--- src/rtl/hazard_ctrl_if.sv ---
`default_nettype none
// ============================================================================
//  Module   : hazard_ctrl_if
//  Brief    : Pipeline-to-hazard-unit signal bundle (register tags in,
//             stall/flush/forward controls out).
//  Revision : 1.0
// ============================================================================
interface hazard_ctrl_if;
    logic [4:0] rsD, rtD, rsE, rtE;
    logic [4:0] writeregE, writeregM, writeregW;
    logic       regwriteE, regwriteM, regwriteW;
    logic       memtoregE, memtoregM;
    logic       branchD, pcsrcD, div_startE;
    logic       stallF, stallD, stallE;
    logic       flushD, flushE, flushM;
    logic       forwardAD, forwardBD;
    logic [1:0] forwardAE, forwardBE;
    logic       div_busy, div_done;

    // The pipeline side drives the register tags and reads the controls.
    modport master (
        output rsD, rtD, rsE, rtE, writeregE, writeregM, writeregW,
               regwriteE, regwriteM, regwriteW, memtoregE, memtoregM,
               branchD, pcsrcD, div_startE,
        input  stallF, stallD, stallE, flushD, flushE, flushM,
               forwardAD, forwardBD, forwardAE, forwardBE, div_busy, div_done
    );

    modport slave (
        input  rsD, rtD, rsE, rtE, writeregE, writeregM, writeregW,
               regwriteE, regwriteM, regwriteW, memtoregE, memtoregM,
               branchD, pcsrcD, div_startE,
        output stallF, stallD, stallE, flushD, flushE, flushM,
               forwardAD, forwardBD, forwardAE, forwardBE, div_busy, div_done
    );
endinterface
`default_nettype wire

--- src/rtl/hazard_ctrl.sv ---
`default_nettype none
// ============================================================================
//  Module   : hazard_ctrl
//  Brief    : 5-stage pipeline hazard unit: forwarding, load-use/branch
//             stalls, branch flush and multi-cycle divide stall sequencer.
//  Revision : 1.0
// ============================================================================
module hazard_ctrl #(
    parameter int DIV_CYCLES = 32
) (
    input  logic         clk,
    input  logic         rst,
    hazard_ctrl_if.slave hz
);
    typedef enum logic [1:0] {
        S_IDLE = 2'd0,
        S_BUSY = 2'd1,
        S_DONE = 2'd2
    } div_state_t;

    localparam logic [5:0] c_cnt_load = 6'(DIV_CYCLES - 1);

    div_state_t r_state, w_state_nxt;
    logic [5:0] r_cnt, w_cnt_nxt;
    logic       w_lwstall, w_brstall, w_divstall, w_hazstall;
    logic       w_e_hits_d, w_m_hits_d;

    function automatic logic [1:0] fwd_sel(
        input logic [4:0] src,
        input logic       rw_m,
        input logic [4:0] wr_m,
        input logic       rw_w,
        input logic [4:0] wr_w
    );
        if (src != 5'd0 && rw_m && wr_m == src)
            return 2'b10;
        else if (src != 5'd0 && rw_w && wr_w == src)
            return 2'b01;
        else
            return 2'b00;
    endfunction

    always_ff @(posedge clk) begin
        if (rst) begin
            r_state <= S_IDLE;
            r_cnt   <= 6'd0;
        end else begin
            r_state <= w_state_nxt;
            r_cnt   <= w_cnt_nxt;
        end
    end

    always_comb begin
        w_state_nxt = r_state;
        w_cnt_nxt   = r_cnt;
        case (r_state)
            S_IDLE: begin
                if (hz.div_startE) begin
                    w_state_nxt = S_BUSY;
                    w_cnt_nxt   = c_cnt_load;
                end
            end
            S_BUSY: begin
                if (r_cnt == 6'd0)
                    w_state_nxt = S_DONE;
                else
                    w_cnt_nxt = r_cnt - 6'd1;
            end
            S_DONE:  w_state_nxt = S_IDLE;
            default: w_state_nxt = S_IDLE;
        endcase
    end

    // Zero-register destinations never create a dependency.
    always_comb begin
        w_e_hits_d = (hz.writeregE != 5'd0) &&
                     (hz.writeregE == hz.rsD || hz.writeregE == hz.rtD);
        w_m_hits_d = (hz.writeregM != 5'd0) &&
                     (hz.writeregM == hz.rsD || hz.writeregM == hz.rtD);
        w_lwstall  = hz.memtoregE && w_e_hits_d;
        w_brstall  = hz.branchD && ((hz.regwriteE && w_e_hits_d) ||
                                    (hz.memtoregM && w_m_hits_d));
        w_divstall = ((r_state == S_IDLE) && hz.div_startE) || (r_state == S_BUSY);
        w_hazstall = w_lwstall | w_brstall;
    end

    always_comb begin
        hz.forwardAE = fwd_sel(hz.rsE, hz.regwriteM, hz.writeregM,
                               hz.regwriteW, hz.writeregW);
        hz.forwardBE = fwd_sel(hz.rtE, hz.regwriteM, hz.writeregM,
                               hz.regwriteW, hz.writeregW);
        hz.forwardAD = (hz.rsD != 5'd0) && hz.regwriteM && (hz.writeregM == hz.rsD);
        hz.forwardBD = (hz.rtD != 5'd0) && hz.regwriteM && (hz.writeregM == hz.rtD);
    end

    // A divide freezes IF..EX and bubbles MEM; it overrides every other hazard.
    always_comb begin
        hz.stallF = w_hazstall;
        hz.stallD = w_hazstall;
        hz.stallE = 1'b0;
        hz.flushE = w_hazstall;
        hz.flushM = 1'b0;
        hz.flushD = hz.pcsrcD && !w_hazstall;
        if (w_divstall) begin
            hz.stallF = 1'b1;
            hz.stallD = 1'b1;
            hz.stallE = 1'b1;
            hz.flushE = 1'b0;
            hz.flushM = 1'b1;
            hz.flushD = 1'b0;
        end
        hz.div_busy = (r_state == S_BUSY);
        hz.div_done = (r_state == S_DONE);
    end
endmodule
`default_nettype wire

--- src/flat_wrapper.sv ---
// flat-port wrapper written by rule: the top's interface ports become plain ports
module hazard_ctrl_flat 
#(
    parameter int DIV_CYCLES = 32
)
  (clk, rst, hz_rsD, hz_rtD, hz_rsE, hz_rtE, hz_writeregE, hz_writeregM, hz_writeregW, hz_regwriteE, hz_regwriteM, hz_regwriteW, hz_memtoregE, hz_memtoregM, hz_branchD, hz_pcsrcD, hz_div_startE, hz_stallF, hz_stallD, hz_stallE, hz_flushD, hz_flushE, hz_flushM, hz_forwardAD, hz_forwardBD, hz_forwardAE, hz_forwardBE, hz_div_busy, hz_div_done);
  hazard_ctrl_if hz_i ();
  input  logic clk;
  input  logic rst;
  input wire logic [$bits(hz_i.rsD)-1:0] hz_rsD;
  input wire logic [$bits(hz_i.rtD)-1:0] hz_rtD;
  input wire logic [$bits(hz_i.rsE)-1:0] hz_rsE;
  input wire logic [$bits(hz_i.rtE)-1:0] hz_rtE;
  input wire logic [$bits(hz_i.writeregE)-1:0] hz_writeregE;
  input wire logic [$bits(hz_i.writeregM)-1:0] hz_writeregM;
  input wire logic [$bits(hz_i.writeregW)-1:0] hz_writeregW;
  input wire logic [$bits(hz_i.regwriteE)-1:0] hz_regwriteE;
  input wire logic [$bits(hz_i.regwriteM)-1:0] hz_regwriteM;
  input wire logic [$bits(hz_i.regwriteW)-1:0] hz_regwriteW;
  input wire logic [$bits(hz_i.memtoregE)-1:0] hz_memtoregE;
  input wire logic [$bits(hz_i.memtoregM)-1:0] hz_memtoregM;
  input wire logic [$bits(hz_i.branchD)-1:0] hz_branchD;
  input wire logic [$bits(hz_i.pcsrcD)-1:0] hz_pcsrcD;
  input wire logic [$bits(hz_i.div_startE)-1:0] hz_div_startE;
  output wire logic [$bits(hz_i.stallF)-1:0] hz_stallF;
  output wire logic [$bits(hz_i.stallD)-1:0] hz_stallD;
  output wire logic [$bits(hz_i.stallE)-1:0] hz_stallE;
  output wire logic [$bits(hz_i.flushD)-1:0] hz_flushD;
  output wire logic [$bits(hz_i.flushE)-1:0] hz_flushE;
  output wire logic [$bits(hz_i.flushM)-1:0] hz_flushM;
  output wire logic [$bits(hz_i.forwardAD)-1:0] hz_forwardAD;
  output wire logic [$bits(hz_i.forwardBD)-1:0] hz_forwardBD;
  output wire logic [$bits(hz_i.forwardAE)-1:0] hz_forwardAE;
  output wire logic [$bits(hz_i.forwardBE)-1:0] hz_forwardBE;
  output wire logic [$bits(hz_i.div_busy)-1:0] hz_div_busy;
  output wire logic [$bits(hz_i.div_done)-1:0] hz_div_done;
  assign hz_i.rsD = hz_rsD;
  assign hz_i.rtD = hz_rtD;
  assign hz_i.rsE = hz_rsE;
  assign hz_i.rtE = hz_rtE;
  assign hz_i.writeregE = hz_writeregE;
  assign hz_i.writeregM = hz_writeregM;
  assign hz_i.writeregW = hz_writeregW;
  assign hz_i.regwriteE = hz_regwriteE;
  assign hz_i.regwriteM = hz_regwriteM;
  assign hz_i.regwriteW = hz_regwriteW;
  assign hz_i.memtoregE = hz_memtoregE;
  assign hz_i.memtoregM = hz_memtoregM;
  assign hz_i.branchD = hz_branchD;
  assign hz_i.pcsrcD = hz_pcsrcD;
  assign hz_i.div_startE = hz_div_startE;
  assign hz_stallF = hz_i.stallF;
  assign hz_stallD = hz_i.stallD;
  assign hz_stallE = hz_i.stallE;
  assign hz_flushD = hz_i.flushD;
  assign hz_flushE = hz_i.flushE;
  assign hz_flushM = hz_i.flushM;
  assign hz_forwardAD = hz_i.forwardAD;
  assign hz_forwardBD = hz_i.forwardBD;
  assign hz_forwardAE = hz_i.forwardAE;
  assign hz_forwardBE = hz_i.forwardBE;
  assign hz_div_busy = hz_i.div_busy;
  assign hz_div_done = hz_i.div_done;
  hazard_ctrl #(.DIV_CYCLES(DIV_CYCLES)) u_core (.clk(clk), .rst(rst), .hz(hz_i));
endmodule
--- config.mk ---
export PLATFORM = sky130hd
export DESIGN_NAME = hazard_ctrl_flat
export DESIGN_NICKNAME = d
export VERILOG_FILES = /design/src/rtl/hazard_ctrl_if.sv /design/src/rtl/hazard_ctrl.sv /design/src/flat_wrapper.sv
export SDC_FILE = /design/constraint.sdc
export NUM_CORES = 1
export LEC_CHECK = 0
export ABC_CLOCK_PERIOD_IN_PS = 2130
export BUFFER_PORTS_ARGS = -buffer_cell sky130_fd_sc_hd__buf_2
export CAP_MARGIN = 5
export CORE_MARGIN = 5
export CORE_UTILIZATION = 43
export DETAILED_ROUTE_END_ITERATION = 8
export PLACE_DENSITY = 0.79
export SLEW_MARGIN = 20
export SYNTH_ARGS = -nofsm -noshare
export SYNTH_HDL_FRONTEND = slang
export SYNTH_SLANG_ARGS = --single-unit
export TNS_END_PERCENT = 5
--- constraint.sdc ---
create_clock -name clk -period 2.13 [get_ports clk]
set_input_delay 0.213 -clock clk [delete_from_list [all_inputs] [get_ports clk]]
set_output_delay 0.213 -clock clk [all_outputs]
set_load 0.01 [all_outputs]
# Word-level counts from Yosys, hierarchy flattened
# Cells that the tools add are included.
[word_totals]
register_bits = 8
input_bits = 45
output_inout_bits = 14
[classes]
addsub = 1
eq_ne = 13
mux = 14
bitwise_logic = 1
n_reduce_logical = 36
[ops]
columns = ["operator", "count"]
rows = [
  ["== test 5 bit", 8],
  ["nonzero test 5 bit", 6],
  ["logical AND 1 bit", 20],
  ["2-to-1 mux 6 bit", 2],
  ["one-hot mux 6 bit (2 select lines)", 1],
  ["2-to-1 mux 2 bit", 4],
  ["zero test 6 bit", 1],
  ["2-to-1 mux 1 bit", 6],
  ["subtractor 6 x 1 -> 6 bit, second input constant", 1],
  ["logical OR 1 bit", 4],
  ["inequality test 2 bit, second input constant", 2],
  ["one-hot mux 2 bit (2 select lines)", 1],
  ["AND reduction 3 bit", 1],
  ["== test 2 x 1 -> 1 bit, second input constant", 1],
  ["== test 2 bit, second input constant", 1],
  ["zero test 2 bit", 1],
  ["inequality test 2 x 1 -> 1 bit, second input constant", 1],
  ["AND reduction 2 bit", 1],
  ["nonzero test 2 bit", 1],
  ["zero test 1 bit", 1],
  ["OR 1 bit", 1],
]

# Depth between registers and ports, before layout
# Gate-level depths: netlist (run 1).
[logic_depth]
word_depth = 10
mapped_depth = 7
mapped_depth_nobuf = 6

# Least setup slack after synthesis (run 1)
# Ideal clock, no wire load.
[synth_timing]
kind = "input-to-output"
start = "input hz_writeregM[1]"
end = "output hz_stallF"
arrival_time_ps = 1484
path_slack_ps = 433
stages = 6
n_path_buf = 2
path_cell_list = "clkbuf_1 or4_1 o211ai_1 a21o_1 nand3_1 buf_4"
[synth_via]
elab_chain_len = 8
[synth_rtl]
columns = ["element", "line", "rtl"]
rows = [
  ["start, declared", "flat_wrapper.sv:15", "input wire logic [$bits(hz_i.writeregM)-1:0] hz_writeregM;"],
  ["== test 5 bit", "hazard_ctrl.sv:79", "(hz.writeregM == hz.rsD || hz.writeregM == hz.rtD);"],
  ["logical OR 1 bit", "hazard_ctrl.sv:79", ""],
  ["logical AND 1 bit *", "hazard_ctrl.sv:78", "w_m_hits_d = (hz.writeregM != 5'd0) &&"],
  ["logical AND 1 bit *", "hazard_ctrl.sv:82", "(hz.memtoregM && w_m_hits_d));"],
  ["logical OR 1 bit *", "hazard_ctrl.sv:81", "w_brstall = hz.branchD && ((hz.regwriteE && w_e_hits_d) ||"],
  ["logical AND 1 bit *", "hazard_ctrl.sv:81", ""],
  ["OR 1 bit *", "hazard_ctrl.sv:84", "w_hazstall = w_lwstall | w_brstall;"],
  ["2-to-1 mux 1 bit *", "--", ""],
  ["end, declared", "flat_wrapper.sv:25", "output wire logic [$bits(hz_i.stallF)-1:0] hz_stallF;"],
]
# Every way passes the cells marked *; elsewhere a longest branch is shown, timed or not.

# Worst setup path in the final report (run 1)
[layout_timing]
start = "register u_core.r_cnt[0]"
end = "register u_core.r_cnt[4]"
[layout_via]
elab_chain_len = 3
[layout_rtl]
columns = ["element", "line", "rtl"]
rows = [
  ["start, declared", "hazard_ctrl.sv:24", "logic [5:0] r_cnt, w_cnt_nxt;"],
  ["start signal, assigned", "hazard_ctrl.sv:49", "r_cnt <= w_cnt_nxt;"],
  ["subtractor 6 x 1 -> 6 bit or zero test 6 bit (tied branches)", "hazard_ctrl.sv:67, hazard_ctrl.sv:64", ""],
  ["2-to-1 mux 6 bit or inequality test 2 bit (tied branches)", "--", ""],
  ["one-hot mux 6 bit (2 select lines) or AND reduction 3 bit (tied branches)", "--", ""],
]
# Several ways; a longest one is shown, not always the timed one. The select of a mux whose other input is x is not followed.
# A chain may end at the register's enable or synchronous reset.

==> results.py, run 1 <==
metrics = {
    "floorplanning": {
        "start_util": 0.454,
        "die_w_um": 58.3,
        "core_area_um2": 2210,
        "fp.dieH_um": 58.3,
        "die_area_um2": 3400,
        "num_rows": 17,
        "io_pins": 59,
    },
    "yosys": {
        "synth_warnings": 0,
        "synth_compound_area_frac": 0.105,
        "yosys.area_share.adder": 0.0249,
        "synth_top_area_share": 0.236,
        "netlist_area_um2": 1000,
        "synth_top_family_by_area": "XOR/XNOR gates",
        "synth-xor-area-share": 0.375,
        "synth.area.top_cells": "xnor2_1 24%, dfxtp_1 16%, xor2_1 14%",
        "synth-seq-cells": 8,
        "synth_cell_types": 30,
        "synthMuxAreaShare": 0,
        "ys_seq_area_frac": 0.160,
        "yosysTopAreaCell": "xnor2_1",
        "syn_nets": 179,
        "yosys.area_share.simple": 0.279,
        "synthCells": 132,
        "synth.avg_cell_area_um2": 7.60,
    },
    "place": {
        "place.gp.congestion": 0.959,
        "portBuffers": 58,
        "dpl.hpwl_um": 2400,
        "pre_cts_ws_ns": 0.383,
    },
    "sta": {
        "fmax_ghz": 0.571,
        "fin_crit_sh": 0.822,
        "fin_skew_ns": 0.00132,
        "relSlewSlack": 0.730,
        "finalSetupViolations": 0,
        "finalWorstSetupSlack_ns": 0.380,
        "hold_viol": 0,
        "finalMaxSlewViolations": 0,
        "rsz0062_at_grt": "false",
        "setup_tns_ns": 0,
        "worst_pin_slew_ns": 0.401,
        "period_needed_ns": 1.75,
    },
    "critical_path": {
        "cp.arrival_ns": 1.94,
        "cp_max_fo": 8,
        "rr_worst_depth": 6,
        "endpoint_kind": "flip-flop",
        "critPathLaunchType": "flip-flop",
        "ff2ff_setup_slack_ns": 0.38,
        "criticalPathCategory": "reg2reg",
        "timing.rr.end": "u_core.r_cnt[4]",
        "cp.required_ns": 2.32,
        "r2r_start": "u_core.r_cnt[0]",
    },
    "layout": {
        "layout-drive-gt1-share": 0.351,
        "fin_util": 0.594,
        "fin_nets": 234,
        "areaGrowthSynthToFinish_pct": 30.9,
        "antenna_cells": 0,
    },
    "clocking": {
        "root_buffer": "clkbuf_4",
        "clkSlewWorstSetupHoldPaths_ns": 0.05,
        "cts_buffer_depth": 2,
        "cts_tree": "built",
        "cts_max_level": 1,
        "cts_resized": 0,
        "clock_sinks": 8,
        "cts_setup_buffers": 0,
        "clk_latency_ns": 0.26,
        "numCtsBuffers": 3,
        "holdBufCountCts": 0,
    },
    "power_and_ir_drop": {
        "p_int_mw": 0.361,
        "p_sw_frac": 0.375,
        "pwr-share-clk": 0.203,
        "p_comb_frac": 0.475,
        "p_switching_mw": 0.217,
        "powerDensity_nw_per_um2": 441,
        "total_power_mw": 0.579,
        "leakage_nw": 0.569,
        "power_frac_seq": 0.322,
        "irDropWorstVdd_uv": 269,
    },
    "detailed_routing": {
        "route.vias.total": 1120,
        "vias_per_cell": 5.26,
        "drc": 0,
        "drtAntennaViolNets": 0,
        "drt-wirelength-per-cell_um": 13.3,
        "routed_wl_um": 2830,
        "drt_iter0_drc": 37,
        "first_pass_iters": 4,
    },
    "worst_hold_path": {
        "hold_class": "in2reg",
        "min_from": "rst",
        "min_path_cells": 2,
        "min_to": "u_core.r_cnt[3]",
    },
    "grt": {
        "grt_max_degree": 9,
        "grt_first_pass_wirelength_um": 4700,
        "grt_pass1_vias": 1120,
        "grt_overflow": 0,
        "gr-usage-all-layers": 0.169,
        "antenna_found_initial": 0,
    },
    "run": {
        "maxCapViolations": 0,
    },
    "status": {
        "status": "finished clean",
    },
}
per-stage QoR:
stage	cells	instance area, um2	hold slack [ns]
floorplan	132	1000	0.394
global placement	210	1290	0.485
detailed placement	210	1290	0.496
CTS	213	1310	0.218
global route	213	1310	0.242
finish	213	1310	0.235
kinds of logic (layout without fill, tap and decap cells):
logic type | count (synthesis) | in the layout
and+or+nand+nor | 51 | 51
xor gates and xnor gates | 43 | 43
AOI/OAI and AO/OA | 15 | 15
buffers and inverters | 13 | 66
DFF | 8 | 8
adders and majority gates | 2 | 2
layout make-up:
cell class,instances,area [um2]
fillers,207,898
inverters,5,18.8
well taps,28,35.0
flip-flops and latches,8,160
clock buffers,3,22.5
repair buffers,58,290
multi-input cells,111,787
sequential cells by signal, summed over array words and instances (netlist names):
| signal | flops |
|---|---|
| u_core.r_state | 2 |
| u_core.r_cnt | 6 |
synth_stat cells:
| cell type | n |
|---|---|
| a211oi_1 | 2 |
| a21o_1 | 1 |
| a21oi_1 | 5 |
| a31oi_1 | 1 |
| a31oi_4 | 1 |
| and2_1 | 1 |
| and4_1 | 1 |
| buf_1 | 2 |
| buf_4 | 2 |
| clkbuf_1 | 4 |
| dfxtp_1 | 8 |
| ha_1 | 2 |
| inv_1 | 5 |
| nand2_1 | 4 |
| nand2_2 | 1 |
| nand2b_1 | 1 |
| nand3_1 | 6 |
| nand4_1 | 5 |
| nor2_1 | 9 |
| nor2b_1 | 1 |
| nor3_1 | 10 |
| nor3_2 | 1 |
| nor4_1 | 4 |
| o211ai_1 | 1 |
| o21ai_0 | 3 |
| o31ai_1 | 1 |
| or2_2 | 1 |
| or4_1 | 6 |
| xnor2_1 | 27 |
| xor2_1 | 16 |
worst max-delay path, stage by stage (launching register included):
cell     delay, ns
dfxtp_1       0.37
inv_1         0.09
ha_1          0.25
a31oi_4       0.29
nand2_2       0.12
or4_1         0.40
a31oi_1       0.16
placed cells by master, fill, tap and decap left out:
cell type / netlist / routed
a21oi_1: 5 / 5
or4_1: 6 / 6
nor2b_1: 1 / 1
nand3_1: 6 / 6
a31oi_1: 1 / 1
ha_1: 2 / 2
xnor2_1: 27 / 27
and4_1: 1 / 1
nor2_1: 9 / 9
o21ai_0: 3 / 3
nor3_1: 10 / 10
a211oi_1: 2 / 2
nand4_1: 5 / 5
clkbuf_4: 0 / 3
or2_2: 1 / 1
nand2_1: 4 / 4
dfxtp_1: 8 / 8
xor2_1: 16 / 16
nand2_2: 1 / 1
buf_2: 0 / 58
and2_1: 1 / 1
inv_1: 5 / 5
a31oi_4: 1 / 1
nor4_1: 4 / 4
nor3_2: 1 / 1
a21o_1: 1 / 1
o211ai_1: 1 / 1
o31ai_1: 1 / 1
nand2b_1: 1 / 1
worst max-delay path by stage:
stage	startpoint	endpoint	slack [ns]	depth (start not counted)
global route	u_core.r_cnt[0]	u_core.r_cnt[4]	0.22	6
floorplan	hz_writeregM[1]	hz_stallF	0.43	6
CTS	u_core.r_cnt[0]	u_core.r_cnt[4]	0.38	6
global placement	hz_writeregM[1]	hz_flushD	0.42	6
detailed placement	hz_writeregM[1]	hz_flushD	0.38	6
finish	u_core.r_cnt[0]	u_core.r_cnt[4]	0.38	6
power by group through the flow:
stage / Clock, mW / Sequential [mW] / Combinational (mW)
5_1_grt: 0.131 / 0.189 / 0.305
6_report: 0.118 / 0.186 / 0.275
3_3_place_gp: 0 / 0.187 / 0.266
4_1_cts: 0.122 / 0.186 / 0.276
2_1_floorplan: 0 / 0.185 / 0.181
3_5_place_dp: 0 / 0.189 / 0.275
per-layer routing:
layer | routed length [um] | vias up | track usage
li1 | - | 564 | -
met1 | 1130 | 511 | 0.192
met2 | 1380 | 42 | 0.317
met3 | 285 | 3 | 0.0263
met4 | 29 | 0 | 0.0563
met5 | 0 | - | 0
Power figures use the tool's default switching activity.
==> run 2: changes to the inputs <==
- ABC_CLOCK_PERIOD_IN_PS: 2130 -> 1700
- clock period: 2.13 -> 1.7 ns (I/O delays scaled with it)
==> run 2 against run 1 <==
Effect of this change: via count up 5.8%; global-route usage is 0.62 points higher; die area is the same; non-clock buffer count increased by 5; hold slack got worse by 0.050 ns; setup slack got worse by 0.35 ns; utilization up 4.1 points; sequential share of layout area decreased by 0.69 points; sequential power rose by 26%; register-to-register slack worse by 0.21 ns; largest power group unchanged; highest routed layer unchanged.
==> results.py, run 2 (same netlist as run 1, synthesis figures left out) <==
metrics = {
    "layout": {
        "regMostFlops": "u_core.r_cnt",
        "layout-drive-gt1-share": 0.400,
        "fin_nets": 239,
        "fillers": 198,
        "seqCellArea_um2": 161,
        "layout_common_cells": "56 x buf_2, 27 x xnor2_1, 16 x xor2_1, 10 x nor3_1, 8 x nor2_1",
        "fin_area_um2": 1400,
        "antenna_cells": 0,
        "largest_reg_flops": 6,
        "layout_commonest_cell": "buf_2",
        "multi_input_area_um2": 822,
        "final_cells": 218,
        "largestRegisters": "u_core.r_cnt (6), u_core.r_state (2)",
        "areaGrowthSynthToFinish_pct": 39.9,
    },
    "power_and_ir_drop": {
        "total_power_mw": 0.758,
        "leakage_nw": 0.600,
        "powerDensity_nw_per_um2": 540,
        "irDropWorstVdd_uv": 438,
    },
    "status": {
        "status": "finished clean",
    },
    "run": {
        "maxCapViolations": 0,
    },
    "place": {
        "portBuffers": 58,
        "dp_cells": 213,
        "place.gp.congestion": 0.976,
        "dpl.hpwl_um": 2470,
        "dpl-instance-area_um2": 1310,
    },
    "detailed_routing": {
        "drtAntennaViolNets": 0,
        "drt_iter0_drc": 42,
        "route.vias.total": 1185,
        "vias_per_cell": 5.44,
        "drt-wirelength-per-cell_um": 14.5,
        "drc": 0,
        "routed_wl_um": 3160,
        "first_pass_iters": 5,
    },
    "sta": {
        "setup_tns_ns": 0,
        "finalSetupViolations": 0,
        "finalMaxSlewViolations": 0,
        "worst_pin_slew_ns": 0.408,
        "hold_viol": 0,
        "fin_skew_ns": 0.00294,
        "hold_ws_ns": 0.186,
        "fmax_ghz": 0.597,
        "relSlewSlack": 0.725,
        "rsz0062_at_grt": "true",
        "fin_crit_sh": 0.985,
        "period_needed_ns": 1.67,
    },
    "clocking": {
        "cts_max_level": 1,
        "root_buffer": "clkbuf_4",
        "cts_buffer_depth": 2,
        "cts_tree": "built",
        "numCtsBuffers": 3,
        "holdBufCountCts": 0,
        "clk_latency_ns": 0.25,
        "clkSlewWorstSetupHoldPaths_ns": 0.05,
        "clock_sinks": 8,
    },
    "grt": {
        "antenna_found_initial": 0,
        "grt_pass1_vias": 1158,
        "gr-usage-all-layers": 0.175,
        "grt_max_degree": 9,
        "grt_overflow": 0,
        "grt_first_pass_wirelength_um": 4770,
    },
    "critical_path": {
        "cp_max_fo": 3,
        "criticalPathCategory": "in2out",
        "cp.arrival_ns": 1.50,
        "critPathLaunchType": "input pin",
        "cp.required_ns": 1.53,
        "endpoint_kind": "primary output",
        "ff2ff_setup_slack_ns": 0.17,
    },
    "floorplanning": {
        "die_area_um2": 3400,
        "io_pins": 59,
        "die_w_um": 58.3,
        "core_area_um2": 2210,
        "fp.dieH_um": 58.3,
        "start_util": 0.454,
        "num_rows": 17,
    },
    "worst_hold_path": {
        "hold_class": "in2reg",
    },
}
run 2: final cells by class:
class                      count  share of cell area
clock buffer                   3              0.0160
inverter                       5              0.0134
timing repair buffer          63               0.245
tap                           28              0.0250
sequential                     8               0.115
multi-input combinational    111               0.586
run 2: worst paths after layout:
kind / startpoint / end / cells past startpoint
min reg2reg: u_core.r_cnt[0] / u_core.r_cnt[0] / 1
min: rst / u_core.r_cnt[3] / 2
max reg2reg: u_core.r_cnt[1] / u_core.r_cnt[4] / 6
max: hz_rtE[3] / hz_forwardBE[0] / 6
run 2: report_power, final:
group          switching [mW]  leakage (nW)  internal, mW
combinational           0.200         0.520         0.180
sequential             0.0227        0.0665         0.211
clock                  0.0641        0.0138        0.0807
run 2: timing repair:
| action | in CTS | in global routing |
|---|---|---|
| setup buffers | 0 | 2 |
| setup endpoints to repair | 1 | 2 |
| resized for setup | 0 | 13 |
| endpoints found under the hold margin | 0 | 0 |
| pin swaps | 1 | 5 |
| cloned | 0 | 0 |
run 2: metal layers:
| metal | global-route usage | share of wire | vias up |
|---|---|---|---|
| met3 | 0.0329 | 0.11 | 14 |
| met5 | 0 | 0 | - |
| li1 | - | - | 573 |
| met2 | 0.319 | 0.49 | 70 |
| met1 | 0.197 | 0.37 | 528 |
| met4 | 0.0762 | 0.031 | 0 |
run 2: stage by stage:
| step | util | setup WS [ns] |
|---|---|---|
| after floorplan | - | 0.0893 |
| after global placement | 0.594 | 0.0989 |
| after detailed placement | 0.594 | -0.0205 |
| after CTS | 0.604 | 0.00804 |
| after global routing | 0.635 | -0.0750 |
| final | 0.635 | 0.0253 |
run 2: critical path, cell delays in order:
cell	delay (ns)
buf_8	0.10
or4_4	0.54
nor2_4	0.17
nor4_4	0.05
nor4_2	0.29
buf_2	0.18
